**src/rtl/anti_theft_timer.sv**
```systemverilog
// ---------------------------------------------------------------------------
// anti_theft_timer
//
// Timebase and countdown timer for anti_theft_fsm. It produces a free-running
// one-second strobe and, on request, counts a number of whole seconds down
// to zero. When it reaches zero it emits a single-cycle expiry pulse.
//
// Ports
//   clk            in   1        system clock, rising edge
//   rst            in   1        asynchronous active-low reset
//   start_timer    in   1        load request, sampled each rising edge
//   timer_value    in   VALUE_W  seconds to count, captured with start_timer
//   one_hz_enable  out  1        one-cycle strobe every TICK_DIV cycles
//   timer_expired  out  1        one-cycle pulse when the countdown ends
//   time_left      out  VALUE_W  remaining whole seconds
//   busy           out  1        high while counting
//
// Handshake: start_timer is a single-cycle command with no ready. It is
// accepted on every rising edge where it is high, in every state, and it
// always overrides the current countdown.
// ---------------------------------------------------------------------------
module anti_theft_timer #(
  parameter int CLK_FREQ_HZ = 100_000_000,
  parameter int TICK_DIV    = CLK_FREQ_HZ,
  parameter int VALUE_W     = 4
) (
  input  logic               clk,
  input  logic               rst,
  input  logic               start_timer,
  input  logic [VALUE_W-1:0] timer_value,
  output logic               one_hz_enable,
  output logic               timer_expired,
  output logic [VALUE_W-1:0] time_left,
  output logic               busy
);

  localparam int PRE_W = (TICK_DIV > 1) ? $clog2(TICK_DIV) : 1;
  localparam logic [PRE_W-1:0] PRE_MAX = PRE_W'(TICK_DIV - 1);

  typedef enum logic [1:0] {
    IDLE   = 2'd0,
    COUNT  = 2'd1,
    EXPIRE = 2'd2
  } state_t;

  state_t             state_q, state_d;
  logic [PRE_W-1:0]   pre_cnt_q, pre_cnt_d;
  logic [VALUE_W-1:0] count_q, count_d;
  logic               tick;

  // The strobe is decoded straight from the prescaler register, so it is
  // glitch-free and low during reset (pre_cnt is 0 and TICK_DIV >= 2).
  assign tick = (pre_cnt_q == PRE_MAX);

  always_comb begin
    // A load restarts the prescaler so the first second is exact.
    if (start_timer || tick) begin
      pre_cnt_d = '0;
    end else begin
      pre_cnt_d = pre_cnt_q + 1'b1;
    end

    state_d = state_q;
    count_d = count_q;

    if (start_timer) begin
      count_d = timer_value;
      state_d = (timer_value == '0) ? EXPIRE : COUNT;
    end else begin
      case (state_q)
        COUNT: begin
          // count is never 0 in COUNT; the guard keeps it from wrapping.
          if (tick && (count_q != '0)) begin
            count_d = count_q - 1'b1;
            if (count_q == VALUE_W'(1)) begin
              state_d = EXPIRE;
            end
          end
        end
        EXPIRE: begin
          state_d = IDLE;
          count_d = '0;
        end
        default: begin
          state_d = state_q;
        end
      endcase
    end
  end

  always_ff @(posedge clk or negedge rst) begin
    if (!rst) begin
      state_q   <= IDLE;
      pre_cnt_q <= '0;
      count_q   <= '0;
    end else begin
      state_q   <= state_d;
      pre_cnt_q <= pre_cnt_d;
      count_q   <= count_d;
    end
  end

  assign one_hz_enable = tick;
  assign timer_expired = (state_q == EXPIRE);
  assign busy          = (state_q == COUNT);
  assign time_left     = count_q;

endmodule

```
**config.mk**
```make
export PLATFORM = sky130hd
export DESIGN_NAME = anti_theft_timer
export DESIGN_NICKNAME = d
export VERILOG_FILES = /design/src/rtl/anti_theft_timer.sv
export SDC_FILE = /design/constraint.sdc
export NUM_CORES = 1
export LEC_CHECK = 0
export ABC_AREA = 1
export CAP_MARGIN = 5
export CORE_MARGIN = 2
export CORE_UTILIZATION = 45
export DETAILED_ROUTE_END_ITERATION = 12
export DONT_BUFFER_PORTS = 1
export SKIP_CTS_REPAIR_TIMING = 1
export SLEW_MARGIN = 20
export SYNTH_ARGS = -nofsm -noshare
export SYNTH_HDL_FRONTEND = slang
export SYNTH_SLANG_ARGS = --single-unit
```
**constraint.sdc**
```tcl
create_clock -name clk -period 2.37 [get_ports clk]
set_clock_uncertainty 0.15 [all_clocks]
set_input_delay 0.474 -clock clk [delete_from_list [all_inputs] [get_ports clk]]
set_output_delay 0.474 -clock clk [all_outputs]
set_load 0.03 [all_outputs]
```
==> metrics.cfg, run 1 <==
[cells_and_area]
num_antenna_cells=0
drive_above_1_share_pct=8.92
multiInputGateArea_um2=1080
seq_area_um2=827
fillerInstances=441
design.final.nets=323
layout-area-overhead-vs-synth_pct=10.9

[power_and_ir_drop]
vdd_drop_max_mv=0.380
power.total_w=0.00122
power.share.clock_pct=34.4
internal_power_w=0.000843
sequential_power_share_pct=53.1
total_switching_power_w=0.000373
static-leakage-power_nw=0.965
total_power_divided_by_cell_area_nw_per_um2=529
power_switching_share_pct=30.7
share_comb_of_total_power_pct=12.5

[worst_setup_path]
critical_path.max_fanout=6
cp.arrival_ps=1670
worstSetupStartpointType=register
max_stage_delay_ps=420
endpoint_kind=output pin
cpMaxStageDelayCell=sky130_fd_sc_hd__dfrtp_2
critical_path_required_ps=1750
worst-setup-path-type=reg -> out
worstPathCellList=ha_4 > nand2_2 > nor2_4 > nand2_4 > nor4_4 > buf_6

[synthesis]
syn-instance-count=302
syn_nets=312
synthDistinctLibCells=25
synth-seq-cells=33
synth_area_per_cell_um2=6.85
mappedNetlistArea_um2=2070
yosysWarnings=0
synth-seq-area-share_pct=39.9

[grt]
via_count_of_the_first_global_routing_pass=1688
grt_start_max_net_pins=34
global_route_wire_length_before_repair_mm=8.10
number_of_antenna_violations_at_the_first_check_in_global_routing=0
grt_remaining_overflow=0
groute.usage.overall_pct=20.7

[detailed_routing]
drt_pass_1_iters=4
route.antenna.remaining_nets=0
wire_per_inst_um=12.9
drt-total-wl_mm=4.71
drc_violation_count_after_routing=0
via_density_per_instance=4.99
drt_iter0_markers=132
routed-via-count=1828

[sta]
max_slew.worst_pin.slew_ps=649
period_needed_ps=2290
slew_viols_final=0
finalCritPeriodShare_pct=96.7
max_freq_ghz=0.436
finalHoldViolations=0
fin_ws_ps=77.6
relative_slew_slack_pct=56.3
holdWs_ps=153
report.final.setup_viol=0

[placement]
port_buffers=0
hpwlAfterDp_mm=3.63
final_estimated_routing_congestion_in_global_placement=0.949
place_ws_ps=212

[floorplanning]
start_util_pct=47.2
horizontal_die_dimension_um=71.8
ioPinCount=14
floorplan.die_area_um2=5160
die_height_um=71.8
core_um2=4380
core.rowCount=24

[clock_network]
clock_tree_from_tritoncts=yes
cts.clk_slew.worst_paths_ps=70
numCtsBuffers=5
htreeDepth=2
cts_buffer_depth=2
clockRootBuffer=sky130_fd_sc_hd__clkbuf_8
clkLatencyLatePin_ps=290
cts_sink_count=33

[outcome]
run_status=completed

[flow_run]
maxCapViolations=0

[min_path]
hp-class=in -> reg

-- power by group through the flow --
stage | combinational, W | clock (W) | sequential, W
final | 0.000152 | 0.000418 | 0.000646
after global routing | 0.000176 | 0.000453 | 0.000650
after CTS | 0.000133 | 0.000434 | 0.000645
after detailed placement | 0.000133 | 0 | 0.000655
after global placement | 0.000132 | 0 | 0.000655
after floorplan | 0.000113 | 0 | 0.000649
-- final timing paths --
kind / startpoint / to / slack [ps] / cells past startpoint
max in group asynchronous: rst / pre_cnt_q[0]$_DFF_PN0_ / 1390 / 2
min in group asynchronous: rst / pre_cnt_q[15]$_DFF_PN0_ / 480 / 2
worst min register to register: pre_cnt_q[0]$_DFF_PN0_ / pre_cnt_q[0]$_DFF_PN0_ / 370 / 1
worst max register to register: pre_cnt_q[0]$_DFF_PN0_ / pre_cnt_q[20]$_DFF_PN0_ / 520 / 8
worst max-delay path: pre_cnt_q[0]$_DFF_PN0_ / one_hz_enable / 80 / 6
worst min-delay path: start_timer / state_q[0]$_DFFE_PN0P_ / 150 / 2
-- worst max-delay path, delay by kind of cell (launching register included) --
family                   cells  cell delay (ps)
buffers and inverters        1              170
flip-flops                   1              420
adder cells (fa/ha/maj)      1              170
AND/OR/NAND/NOR              4              620
-- stage by stage --
stage | cells | util, % | TNS [ps] | area [um2]
floorplan | 302 | - | 0 | 2080
global placement | 354 | 48.7 | 0 | 2130
detailed placement | 354 | 48.7 | 0 | 2130
CTS | 362 | 50.6 | -118 | 2220
global route | 366 | 52.4 | -7.14 | 2300
finish | 366 | 52.4 | 0 | 2300
-- area by class of cell --
class	instances	share of cell area (%)
Sequential cell	33	36.0
Multi-Input combinational cell	221	47.1
Clock inverter	3	0.763
Tap cell	52	2.83
Timing Repair Buffer	6	2.78
Clock buffer	5	3.00
Inverter	46	7.52
-- registers in the layout, indices dropped and copies added (netlist names) --
name and flops:
time_left 4, pre_cnt_q 27, state_q 2
-- cells in the mapped netlist --
| library cell | instances | share of area (%) |
|---|---|---|
| sky130_fd_sc_hd__nand4_1 | 6 | 1.8 |
| sky130_fd_sc_hd__dfrtp_1 | 33 | 40 |
| sky130_fd_sc_hd__ha_1 | 3 | 1.8 |
| sky130_fd_sc_hd__o21ai_0 | 9 | 2.2 |
| sky130_fd_sc_hd__nor3_1 | 17 | 4.1 |
| sky130_fd_sc_hd__xnor2_1 | 4 | 1.7 |
| sky130_fd_sc_hd__a21oi_1 | 2 | 0.48 |
| sky130_fd_sc_hd__buf_6 | 2 | 1.1 |
| sky130_fd_sc_hd__nor2_4 | 2 | 1.1 |
| sky130_fd_sc_hd__clkinv_1 | 1 | 0.18 |
| sky130_fd_sc_hd__nand3_1 | 19 | 4.6 |
| sky130_fd_sc_hd__nor2_1 | 61 | 11 |
| sky130_fd_sc_hd__xor2_1 | 6 | 2.5 |
| sky130_fd_sc_hd__o22ai_1 | 3 | 0.91 |
| sky130_fd_sc_hd__nor4_1 | 1 | 0.30 |
| sky130_fd_sc_hd__nor3b_1 | 2 | 0.73 |
| sky130_fd_sc_hd__nor2_2 | 1 | 0.30 |
| sky130_fd_sc_hd__nand2_1 | 77 | 14 |
| sky130_fd_sc_hd__nand2_4 | 1 | 0.54 |
| sky130_fd_sc_hd__inv_1 | 42 | 7.6 |
| sky130_fd_sc_hd__nand2_2 | 3 | 0.91 |
| sky130_fd_sc_hd__nor3_2 | 2 | 0.97 |
| sky130_fd_sc_hd__o211ai_1 | 1 | 0.36 |
| sky130_fd_sc_hd__a31oi_1 | 1 | 0.30 |
| sky130_fd_sc_hd__inv_2 | 3 | 0.54 |
-- routing by layer --
| layer | GRT usage [%] | up-vias | wire, um |
|---|---|---|---|
| li1 | - | 967 | - |
| met1 | 27.7 | 805 | 2260 |
| met2 | 31.4 | 44 | 2080 |
| met3 | 6.19 | 12 | 278 |
| met4 | 8.39 | 0 | 104 |
| met5 | 0 | - | 0 |
-- layout by cell type, fill, tap and decap left out, types with 4 or more instances in the layout --
cell                       count
sky130_fd_sc_hd__nand2_1      77
sky130_fd_sc_hd__nor2_1       61
sky130_fd_sc_hd__inv_1        42
sky130_fd_sc_hd__dfrtp_1      32
sky130_fd_sc_hd__nand3_1      19
sky130_fd_sc_hd__nor3_1       17
sky130_fd_sc_hd__o21ai_0       9
sky130_fd_sc_hd__nand4_1       6
sky130_fd_sc_hd__xor2_1        6
sky130_fd_sc_hd__clkbuf_8      5
sky130_fd_sc_hd__xnor2_1       4
-- cell families (layout without fill, tap and decap cells) --
group           after synthesis  in the layout  synth area share [%]
buf+inv                      48             60                  9.43
fa+ha+maj                     3              3                  1.81
compound gates               16             16                  4.23
xor+xnor                     10             10                  4.23
flops                        33             33                  39.9
simple gates                192            192                  40.4
(Power assumes the default switching activity.)
==> run 2, diff against run 1 <==
--- a/config.mk
+++ b/config.mk
@@ -11,6 +11,7 @@
 export CORE_UTILIZATION = 45
 export DETAILED_ROUTE_END_ITERATION = 12
 export DONT_BUFFER_PORTS = 1
+export RECOVER_POWER = 25
 export SKIP_CTS_REPAIR_TIMING = 1
 export SLEW_MARGIN = 20
 export SYNTH_ARGS = -nofsm -noshare
==> run 2 against run 1 <==
  * Register-to-register slack hardly changed
  * Hold slack hardly changed
  * Count of clock-buffer cells in the layout stayed put
  * Final area is 0.65% lower
  * Power is 0.27% lower
  * Sequential share of layout area is 0.24 points higher
  * Die area stayed put
  * Non-clock buffer count stayed put
  * Sequential cell count stayed put
  * Maximum frequency stayed put
  * Largest power group unchanged
  * Clock power hardly changed
  * Via count is 0.16% lower
==> metrics.cfg, run 2 (synthesis results as in run 1) <==
[outcome]
run_status=completed

[sta]
report.final.setup_viol=0  ; unchanged
max_slew.worst_pin.slew_ps=833  ; +184 ps
slew_viols_final=0  ; unchanged
relative_slew_slack_pct=44.5  ; -12 points
max_freq_ghz=0.436  ; unchanged
finalHoldViolations=0  ; unchanged
finalCritPeriodShare_pct=96.7  ; about the same
period_needed_ps=2290  ; -0.00170 ps
holdWs_ps=153  ; +0.0150 ps

[cells_and_area]
leading_cell_types_in_the_layout_fill_and_taps_excluded=77 x sky130_fd_sc_hd__nand2_1, 61 x sky130_fd_sc_hd__nor2_1, 42 x sky130_fd_sc_hd__inv_1, 32 x sky130_fd_sc_hd__dfrtp_1, 19 x sky130_fd_sc_hd__nand3_1
fillerInstances=443  ; +0.45%
design.final.nets=323  ; unchanged
drive_above_1_share_pct=8.92  ; unchanged
num_antenna_cells=0  ; unchanged
stdcell_count=366  ; unchanged
largest_register_ff_count=27  ; unchanged
largest-register=pre_cnt_q
postLayoutCellArea_um2=2280  ; -0.65%
layout-area-overhead-vs-synth_pct=10.2
final_common_cell=sky130_fd_sc_hd__nand2_1

[detailed_routing]
drc_violation_count_after_routing=0  ; unchanged
wire_per_inst_um=12.9  ; about the same
route.antenna.remaining_nets=0  ; unchanged
via_density_per_instance=4.99  ; -0.16%
routed-via-count=1825  ; -0.16%
drt-total-wl_mm=4.72  ; about the same
drt_iter0_markers=135  ; +2.3%
drt_pass_1_iters=4  ; unchanged

[clock_network]
clock_tree_from_tritoncts=yes
clockRootBuffer=sky130_fd_sc_hd__clkbuf_8
cts.clk_slew.worst_paths_ps=70  ; about the same
numCtsBuffers=5  ; unchanged
cts_buffer_depth=2  ; unchanged
clkLatencyLatePin_ps=290  ; about the same
cts_sink_count=33  ; unchanged
htreeDepth=2  ; unchanged

[power_and_ir_drop]
power.total_w=0.00121  ; -0.27%
static-leakage-power_nw=0.960  ; -0.54%
total_power_divided_by_cell_area_nw_per_um2=531  ; +0.38%
vdd_drop_max_mv=0.380  ; about the same

[floorplanning]
die_height_um=71.8  ; unchanged
start_util_pct=47.2  ; unchanged
core_um2=4380  ; unchanged
horizontal_die_dimension_um=71.8  ; unchanged
floorplan.die_area_um2=5160  ; unchanged
ioPinCount=14  ; unchanged
core.rowCount=24  ; unchanged

[grt]
grt_remaining_overflow=0  ; unchanged
number_of_antenna_violations_at_the_first_check_in_global_routing=0  ; unchanged
groute.usage.overall_pct=20.7  ; unchanged
global_route_wire_length_before_repair_mm=8.10  ; unchanged
gr-usage-met3_pct=6.19  ; unchanged
most_crowded_layer_gr=met2
globalRouteMet1Util_pct=27.7  ; unchanged
via_count_of_the_first_global_routing_pass=1688  ; unchanged
grt_util_met2_pct=31.4  ; unchanged
grt_start_max_net_pins=34  ; unchanged

[worst_setup_path]
cp.arrival_ps=1670  ; about the same
r2r_setup_slk_ps=510  ; about the same
critical_path.max_fanout=6  ; unchanged
critical_path_required_ps=1750  ; about the same
endpoint_kind=output pin
worst-setup-path-type=reg -> out
worstSetupStartpointType=register

[placement]
final_estimated_routing_congestion_in_global_placement=0.949  ; unchanged
port_buffers=0  ; unchanged
hpwlAfterDp_mm=3.63  ; unchanged
place_inst=354  ; unchanged
post_dp_cell_area_um2=2130  ; unchanged

[flow_run]
maxCapViolations=0  ; unchanged

[min_path]
hp-class=in -> reg

## run 2: final timing paths
check,to,cells after the start,start
setup / recovery,one_hz_enable,6,pre_cnt_q[0]$_DFF_PN0_
hold / removal,state_q[0]$_DFFE_PN0P_,2,start_timer
setup reg to reg,pre_cnt_q[20]$_DFF_PN0_,8,pre_cnt_q[0]$_DFF_PN0_
hold reg to reg,pre_cnt_q[0]$_DFF_PN0_,1,pre_cnt_q[0]$_DFF_PN0_
max in group asynchronous,pre_cnt_q[0]$_DFF_PN0_,2,rst
min in group asynchronous,pre_cnt_q[15]$_DFF_PN0_,2,rst
## run 2: layout make-up
type	count	area (um2)	area share [%]
clock buffer	5	68.8	3.02
sequential	33	827	36.3
clock inverter	3	17.5	0.768
multi-input combinational	221	1080	47.4
timing repair buffer	6	48.8	2.14
tap	52	65.1	2.85
inverter	46	173	7.57
## run 2: where the power goes
group	leakage [nW]	switching [W]	internal, W
clock network	0.0439	0.000215	0.000202
logic	0.470	0.0000990	0.0000497
registers	0.447	0.0000579	0.000588
total	0.960	0.000372	0.000840
## run 2: per-stage QoR
step / util (%) / setup TNS (ps) / setup slack, ps
after floorplan: - / 0 / 146
after global placement: 48.7 / 0 / 249
after detailed placement: 48.7 / 0 / 212
after CTS: 50.6 / -118 / -118
after global routing: 52.0 / -7.14 / -7.14
final: 52.0 / 0 / 77.6
## run 2: worst max-delay path, cell delays in order, from the launching register on
cell and delay (ps):
sky130_fd_sc_hd__dfrtp_2 420, sky130_fd_sc_hd__ha_4 170, sky130_fd_sc_hd__nand2_2 90, sky130_fd_sc_hd__nor2_4 160, sky130_fd_sc_hd__nand2_4 90, sky130_fd_sc_hd__nor4_4 280, sky130_fd_sc_hd__buf_6 170
## run 2: per-layer routing
| metal | up-vias | part of all wire (%) |
|---|---|---|
| li1 | 967 | - |
| met1 | 805 | 48 |
| met2 | 41 | 44 |
| met3 | 12 | 5.6 |
| met4 | 0 | 2.2 |
| met5 | - | 0 |
